===== config.mk =====
export PLATFORM = sky130hd
export DESIGN_NAME = key_color_ctrl
export DESIGN_NICKNAME = d
export VERILOG_FILES = /design/src/rtl/key_color_pkg.sv /design/src/rtl/key_debounce.sv /design/src/rtl/key_color_ctrl.sv
export SDC_FILE = /design/constraint.sdc
export NUM_CORES = 1
export LEC_CHECK = 0
export ABC_CLOCK_PERIOD_IN_PS = 4230
export CAP_MARGIN = 30
export CORE_MARGIN = 2
export CORE_UTILIZATION = 40
export DETAILED_ROUTE_END_ITERATION = 10
export DONT_BUFFER_PORTS = 1
export PLACE_DENSITY = 0.66
export SKIP_LAST_GASP = 1
export SYNTH_ARGS = -nofsm -noshare
export SYNTH_HDL_FRONTEND = slang
export SYNTH_HIERARCHICAL = 1
export SYNTH_SLANG_ARGS = --single-unit

===== constraint.sdc =====
create_clock -name clk -period 4.23 [get_ports clk]
set_input_delay 0.423 -clock clk [delete_from_list [all_inputs] [get_ports clk]]
set_output_delay 0.423 -clock clk [all_outputs]
set_load 0.01 [all_outputs]

===== src/rtl/key_color_pkg.sv =====
// Shared definitions for the key-driven colour selector: palette index width,
// MODE encodings and the 8-entry palette lookup.
package key_color_pkg;

    localparam int IDX_W       = 3;
    localparam int MODE_DIRECT = 0;
    localparam int MODE_STEP   = 1;

    typedef logic [IDX_W-1:0] idx_t;

    typedef enum logic [IDX_W-1:0] {
        C_WHITE   = 3'd0,
        C_BLUE    = 3'd1,
        C_GREEN   = 3'd2,
        C_RED     = 3'd3,
        C_YELLOW  = 3'd4,
        C_CYAN    = 3'd5,
        C_MAGENTA = 3'd6,
        C_BLACK   = 3'd7
    } color_e;

    // Returns {r, g, b} on/off flags; the top widens each flag to a full channel.
    function automatic logic [2:0] palette_rgb(input idx_t idx);
        logic [2:0] rgb;
        rgb = 3'b000;
        case (color_e'(idx))
            C_WHITE:   rgb = 3'b111;
            C_BLUE:    rgb = 3'b001;
            C_GREEN:   rgb = 3'b010;
            C_RED:     rgb = 3'b100;
            C_YELLOW:  rgb = 3'b110;
            C_CYAN:    rgb = 3'b011;
            C_MAGENTA: rgb = 3'b101;
            default:   rgb = 3'b000;
        endcase
        return rgb;
    endfunction

endpackage


===== src/rtl/key_debounce.sv =====
// One key: 2-flop synchroniser, saturating debounce counter and a one-cycle
// pulse on each debounced press (1->0); releases produce no pulse.
module key_debounce #(
    parameter int DEBOUNCE_CYCLES = 250000
) (
    input  logic clk,
    input  logic rst_n,
    input  logic key_n,
    output logic press
);

    localparam int CNT_W = $clog2(DEBOUNCE_CYCLES + 1);
    localparam logic [CNT_W-1:0] CNT_LAST = CNT_W'(DEBOUNCE_CYCLES - 1);

    logic             sync_p0;
    logic             sync_p1;
    logic             level_p2;
    logic             level_d;
    logic [CNT_W-1:0] cnt;

    always_ff @(posedge clk or negedge rst_n) begin
        if (!rst_n) begin
            sync_p0  <= 1'b1;
            sync_p1  <= 1'b1;
            level_p2 <= 1'b1;
            level_d  <= 1'b1;
            cnt      <= '0;
        end else begin
            sync_p0 <= key_n;
            sync_p1 <= sync_p0;
            level_d <= level_p2;
            // Any cycle agreeing with the accepted level restarts the count;
            // the >= compare keeps the counter from ever wrapping.
            if (sync_p1 == level_p2) begin
                cnt <= '0;
            end else if (cnt >= CNT_LAST) begin
                level_p2 <= sync_p1;
                cnt      <= '0;
            end else begin
                cnt <= cnt + 1'b1;
            end
        end
    end

    assign press = level_d & ~level_p2;

endmodule


===== src/rtl/key_color_ctrl.sv =====
// Key-driven palette colour selector for a VGA pipeline. Optional registered
// blanking on video_on is enabled by defining KEY_COLOR_CTRL_BLANK_EN.
module key_color_ctrl
    import key_color_pkg::*;
#(
    parameter int NUM_KEYS        = 4,
    parameter int COLOR_W         = 4,
    parameter int DEBOUNCE_CYCLES = 250000,
    parameter int MODE            = 0
) (
    input  logic               clk,
    input  logic               rst_n,
    input  logic [NUM_KEYS-1:0] key_n,
    input  logic               video_on,
    output logic [COLOR_W-1:0] red,
    output logic [COLOR_W-1:0] green,
    output logic [COLOR_W-1:0] blue,
    output logic [IDX_W-1:0]   color_idx
);

    logic [NUM_KEYS-1:0] press;
    idx_t                idx_next;
    logic [2:0]          rgb_flags;
    logic                show;

    for (genvar i = 0; i < NUM_KEYS; i++) begin : g_key
        key_debounce #(
            .DEBOUNCE_CYCLES(DEBOUNCE_CYCLES)
        ) u_key_debounce (
            .clk  (clk),
            .rst_n(rst_n),
            .key_n(key_n[i]),
            .press(press[i])
        );
    end

    always_comb begin
        idx_next = color_idx;
        if (MODE == MODE_DIRECT) begin
            // Scan high to low so the lowest pressed key wins.
            for (int i = NUM_KEYS - 1; i >= 0; i--) begin
                if (press[i]) idx_next = idx_t'(i + 1);
            end
        end else begin
            if (press[0] && !press[1]) begin
                idx_next = color_idx + 1'b1;
            end else if (press[1] && !press[0]) begin
                idx_next = color_idx - 1'b1;
            end
        end
    end

`ifdef KEY_COLOR_CTRL_BLANK_EN
    assign show = video_on;
`else
    logic unused_video_on;
    assign unused_video_on = video_on;
    assign show = 1'b1;
`endif

    assign rgb_flags = palette_rgb(color_idx);

    // Colour is registered from the already-registered index: one cycle behind it.
    always_ff @(posedge clk or negedge rst_n) begin
        if (!rst_n) begin
            color_idx <= '0;
            red       <= '1;
            green     <= '1;
            blue      <= '1;
        end else begin
            color_idx <= idx_next;
            red       <= {COLOR_W{show & rgb_flags[2]}};
            green     <= {COLOR_W{show & rgb_flags[1]}};
            blue      <= {COLOR_W{show & rgb_flags[0]}};
        end
    end

endmodule


### Yosys cells after proc, flatten, opt, wreduce, memory -nomap -nowiden

Cells that the tools add are included.

* flip-flop bits (word level): 94
* input port bits: 7
* output and inout bits: 15
* word-level logic and storage cells: 73

* add/sub/neg operators: 4
* $lt $le $gt $ge: 4
* eq/ne operators: 10
* muxes and demuxes: 13
* bitwise logic cells: 12
* reduce and logical (&&, ||, !) cells: 6

Operator list (number)
* $mux W18: 8
* $add A18 B1 Y18 const B: 4
* $ge A18 B18 Y1 const B: 4
* $pmux W3 S7: 1
* $mux W3: 4
* $eq A3 B3 Y1 const B: 3
* $not A1 Y1: 8
* $reduce_and A2 Y1: 4
* $eq A3 B2 Y1 const B: 2
* $and A1 B1 Y1: 4
* $eq A1 B1 Y1: 4
* $reduce_bool A4 Y1: 1
* $eq A3 B1 Y1 const B: 1
* $logic_not A3 Y1: 1

### Longest topological paths before layout

* depth after elaboration: 6
* mapped depth: 6
* gate-level depth less buffers: 5

### Hierarchy

Netlist, hierarchy kept.

By module, submodules not included
* key_debounce: times used 4, cells an instance 103, area each 1083.5 µm², seq. area each 555.5 µm²
* key_color_ctrl: times used 1, cells an instance 28, area each 309.0 µm², seq. area each 153.9 µm²

### Worst setup path after synthesis

No wires, ideal clock.

* kind: reg2reg
* from: reg g_key[0].u_key_debounce.cnt[11]
* to: reg g_key[0].u_key_debounce.cnt[10]
* setup time: 0.119 ns
* arrival: 1.658 ns
* data required time: 4.111 ns
* slack: 2.454 ns
* cell stages (with the launch flop): 7
* path buffers: 2
* clock period less this slack: 1.776 ns
* cells stage by stage: dfrtp_1 clkbuf_2 or4b_1 a311o_1 nand3_2 buf_6 nor2_1

* cells in the longest elaborated chain, start to end: 3

RTL lines
* start: declaration: line key_debounce.sv:19 `logic [CNT_W-1:0] cnt;`
* start signal: assignment: line key_debounce.sv:40 `cnt <= cnt + 1'b1;`
* $ge A18 B18 Y1: line key_debounce.sv:36 `end else if (cnt >= CNT_LAST) begin`
* $mux W18: line key_debounce.sv:36
* $mux W18: line key_debounce.sv:34 `if (sync_p1 == level_p2) begin`

Every way passes these cells.
A chain may end at the register's enable or synchronous reset.

### Worst setup path after layout

* from: reg g_key[0].u_key_debounce.cnt[0]
* to: reg g_key[0].u_key_debounce.cnt[16]

* cells in the longest elaborated chain, start to end: 3
* elaborated cells between the ends (all ways): 4
* classes of those cells: 1 x add/sub; 1 x order compare; 2 x mux

RTL lines (line)
* $add A18 B1 Y18 or $ge A18 B18 Y1 (tied branches): key_debounce.sv:40, key_debounce.sv:36
* $mux W18 (*): key_debounce.sv:36
* $mux W18 (*): key_debounce.sv:34

Mark *: on every way between the ends. The rest lies on a longest branch, timed or not.

==> results.yml <==
status:
  outcome: "complete, but fails checks"
  violations: "hold timing"
yosys:
  synthArstFlopShare_pct: 100.0
  synth-main-ff-cell: "dfrtp_1"
  seq_area_frac_synth_pct: 51.17
  synthCells: 440
  ys_warn_count: 6
  synth_cell_type_count: 38
  ys_ff_latch: 94
  synth_edf_count: 0
  synthesis.nets: 451
  synth_area_mm2: 0.004643
  syn_avg_cell_area_um2: 10.55
timing:
  fmaxAchievable_ghz: 0.5185
  setup_violations: 0
  hold_viol: 8
  drv_slew: 0
  timing.setup.tns_ns: 0
  relSlewSlack_pct: 69.11
  layout_min_cycle_time_ns: 1.929
  tightest_slew_ns: 0.4634
  rsz0062_at_grt: "false"
  holdWs_ns: -0.02495
  fin_crit_sh_pct: 45.60
  finClkSkew_ns: 0.007097
final_layout:
  final_common_cell: "nor2_1"
  nets: 446
  area_delta_synth_final_pct: 7.788
  drive_above_1_share_pct: 12.95
  final_cell_mix: "nor2_1, dfrtp_1, xnor2_1"
  antenna_cells: 0
global_routing:
  grt_use_met1_pct: 17.29
  grt_use_total_pct: 13.35
  grt_first_pass_wirelength_um: 13760
  antenna_found_initial: 0
  busiest_layer: "met2"
  grt_pass1_vias: 3001
  grt_start_max_net_pins: 95
  use_met3_pct: 3.919
  overflow: 0
  use_met2_pct: 21.54
place:
  dp.final_hpwl_um: 5029
  port_buffers: 0
  gp_congestion: 0.7682
power_and_ir_drop:
  max-vdd-ir-drop_uv: 259.9
  p_per_area_mw_per_mm2: 351.3
  p_total_mw: 1.758
  leakagePower_nw: 1.950
floorplanning:
  core.rowCount: 39
  coreArea_mm2: 0.01137
  die-height_um: 111.7
  io_pins: 22
  die_area_mm2: 0.01249
  initial_core_util_pct: 40.84
  die_w_um: 111.7
route:
  vias: 3120
  viasPerCell: 5.352
  routed_wl_um: 7586
  first_iter_violations: 203
  post-route-drc-count: 0
  antenna_left: 0
  dr.pass1.iters: 4
  wl_per_cell_um: 13.01
critical_path:
  rr_endpoint: "g_key[0].u_key_debounce/cnt[16]"
  arrival_ns: 2.20
  critPathMaxStageDelay_ns: 0.57
  r2r-start: "g_key[0].u_key_debounce/cnt[0]"
  critPathKind: "reg2reg"
  critPathBufInv: 0
  start_kind: "register"
  rr_worst_depth: 5
  r2r_slack_ns: 2.30
  critPathSlowestCell: "or4_1"
  crit_chain: "ha_1, nand3_4, or4_1, or3_1, a21oi_2"
  critPathCaptureType: "register"
  critical_path_cell_count: 5
  cp-endpoint: "g_key[0].u_key_debounce/cnt[16]"
  crit_required_ns: 4.50
  cp_max_fo: 7
  crit_family: "simple AND/OR/NAND/NOR gates"
  cp-startpoint: "g_key[0].u_key_debounce/cnt[0]"
clocking:
  clockRootBuffer: "clkbuf_16"
  ctsHoldBuffers: 1
  clockBufferDepth: 2
  clock_latency_ns: 0.35
  cts_made_buffers: 9
  clock-sinks: 94
  cts_setup_buffers: 0
  path_clk_slew_ns: 0.07
  htree_num_levels: 3
  cts_resized: 0
  tritoncts: "yes"
job:
  max-cap-violations: 0
worst_hold_path:
  min_path_type: "in2async"
==> per-layer routing <==
metal | up-vias | part of all wire [%]
met3 | 11 | 3.4
met1 | 1529 | 48
li1 | 1542 | -
met4 | 0 | 1.6
met5 | - | 0
met2 | 38 | 47
==> report_power, final <==
group	internal [mW]	total, mW	leakage (nW)	switching, mW
registers	0.915	0.929	1.24	0.0133
clock network	0.413	0.781	0.145	0.368
logic	0.0132	0.0482	0.570	0.0350
total	1.34	1.76	1.95	0.416
==> logic make-up after synthesis <==
family,count (synthesis),synth area share (%)
adders and majority gates,4,1.078
xor gates and xnor gates,62,11.69
buffers and inverters,30,3.907
muxes,5,1.186
and+or+nand+nor,207,24.95
AOI/OAI and AO/OA,38,6.009
DFF,94,51.17
==> stage by stage <==
stage | setup slack [ns] | instances | instance area [um^2] | util, %
CTS | 2.300 | 583 | 5005 | 44.02
detailed placement | 2.312 | 566 | 4690 | 41.25
global route | 2.164 | 583 | 5005 | 44.02
global placement | 2.347 | 566 | 4690 | 41.25
floorplan | 2.454 | 440 | 4643 | -
finish | 2.301 | 583 | 5005 | 44.02
==> synthesized netlist by cell type, types with 4 or more instances <==
master / instances / share of area (%)
buf_6: 4 / 0.97
dfstp_2: 19 / 11
dfrtp_1: 75 / 40
or3_1: 4 / 0.54
o31ai_1: 8 / 1.3
a41oi_1: 4 / 0.75
nor4_1: 21 / 2.8
nand3_1: 16 / 1.7
or4b_1: 4 / 0.86
clkbuf_2: 4 / 0.43
nor2b_1: 5 / 0.67
nand4_1: 16 / 2.2
ha_1: 4 / 1.1
a21oi_2: 4 / 0.75
xor2_1: 8 / 1.5
nand3_2: 4 / 0.86
xnor2_1: 54 / 10
a31oi_1: 4 / 0.54
nand3_4: 4 / 1.5
nand2_1: 16 / 1.3
o21a_1: 4 / 0.65
and4_1: 4 / 0.75
nor2_1: 86 / 7.0
mux2_2: 4 / 0.97
nand4_4: 4 / 1.8
nor3_1: 12 / 1.3
inv_1: 13 / 1.1
or4_1: 4 / 0.65
a311o_1: 4 / 0.86
o21ai_0: 8 / 0.86
buf_4: 9 / 1.5
and3_1: 4 / 0.54
==> sequential cells by signal (all words and copies together), names as in the netlist <==
signal	flops
g_key.u_key_debounce/cnt	72
g_key.u_key_debounce/level_d	4
g_key.u_key_debounce/level_p2	4
g_key.u_key_debounce/sync_p0	4
g_key.u_key_debounce/sync_p1	4
color_idx	3
blue	1
green	1
red	1
==> worst min path at each step <==
stage                                       to  slack (ns)
6_report       g_key[3].u_key_debounce/cnt[16]       -0.02
3_5_place_dp   g_key[3].u_key_debounce/cnt[16]        0.13
5_1_grt         g_key[3].u_key_debounce/cnt[3]        0.02
3_3_place_gp   g_key[3].u_key_debounce/cnt[16]        0.13
4_1_cts         g_key[3].u_key_debounce/cnt[4]       0.008
2_1_floorplan                     color_idx[0]        0.13
==> area by class of cell <==
| type | count | area [um^2] |
|---|---|---|
| tap | 143 | 178.9 |
| clock inverter | 7 | 62.56 |
| timing repair buffer | 1 | 27.53 |
| clock buffer | 9 | 225.2 |
| multi-input combinational | 316 | 2086 |
| sequential | 94 | 2376 |
| fill | 1046 | 6365 |
| inverter | 13 | 48.80 |
Note: power is estimated with default switching activity, not from simulation.
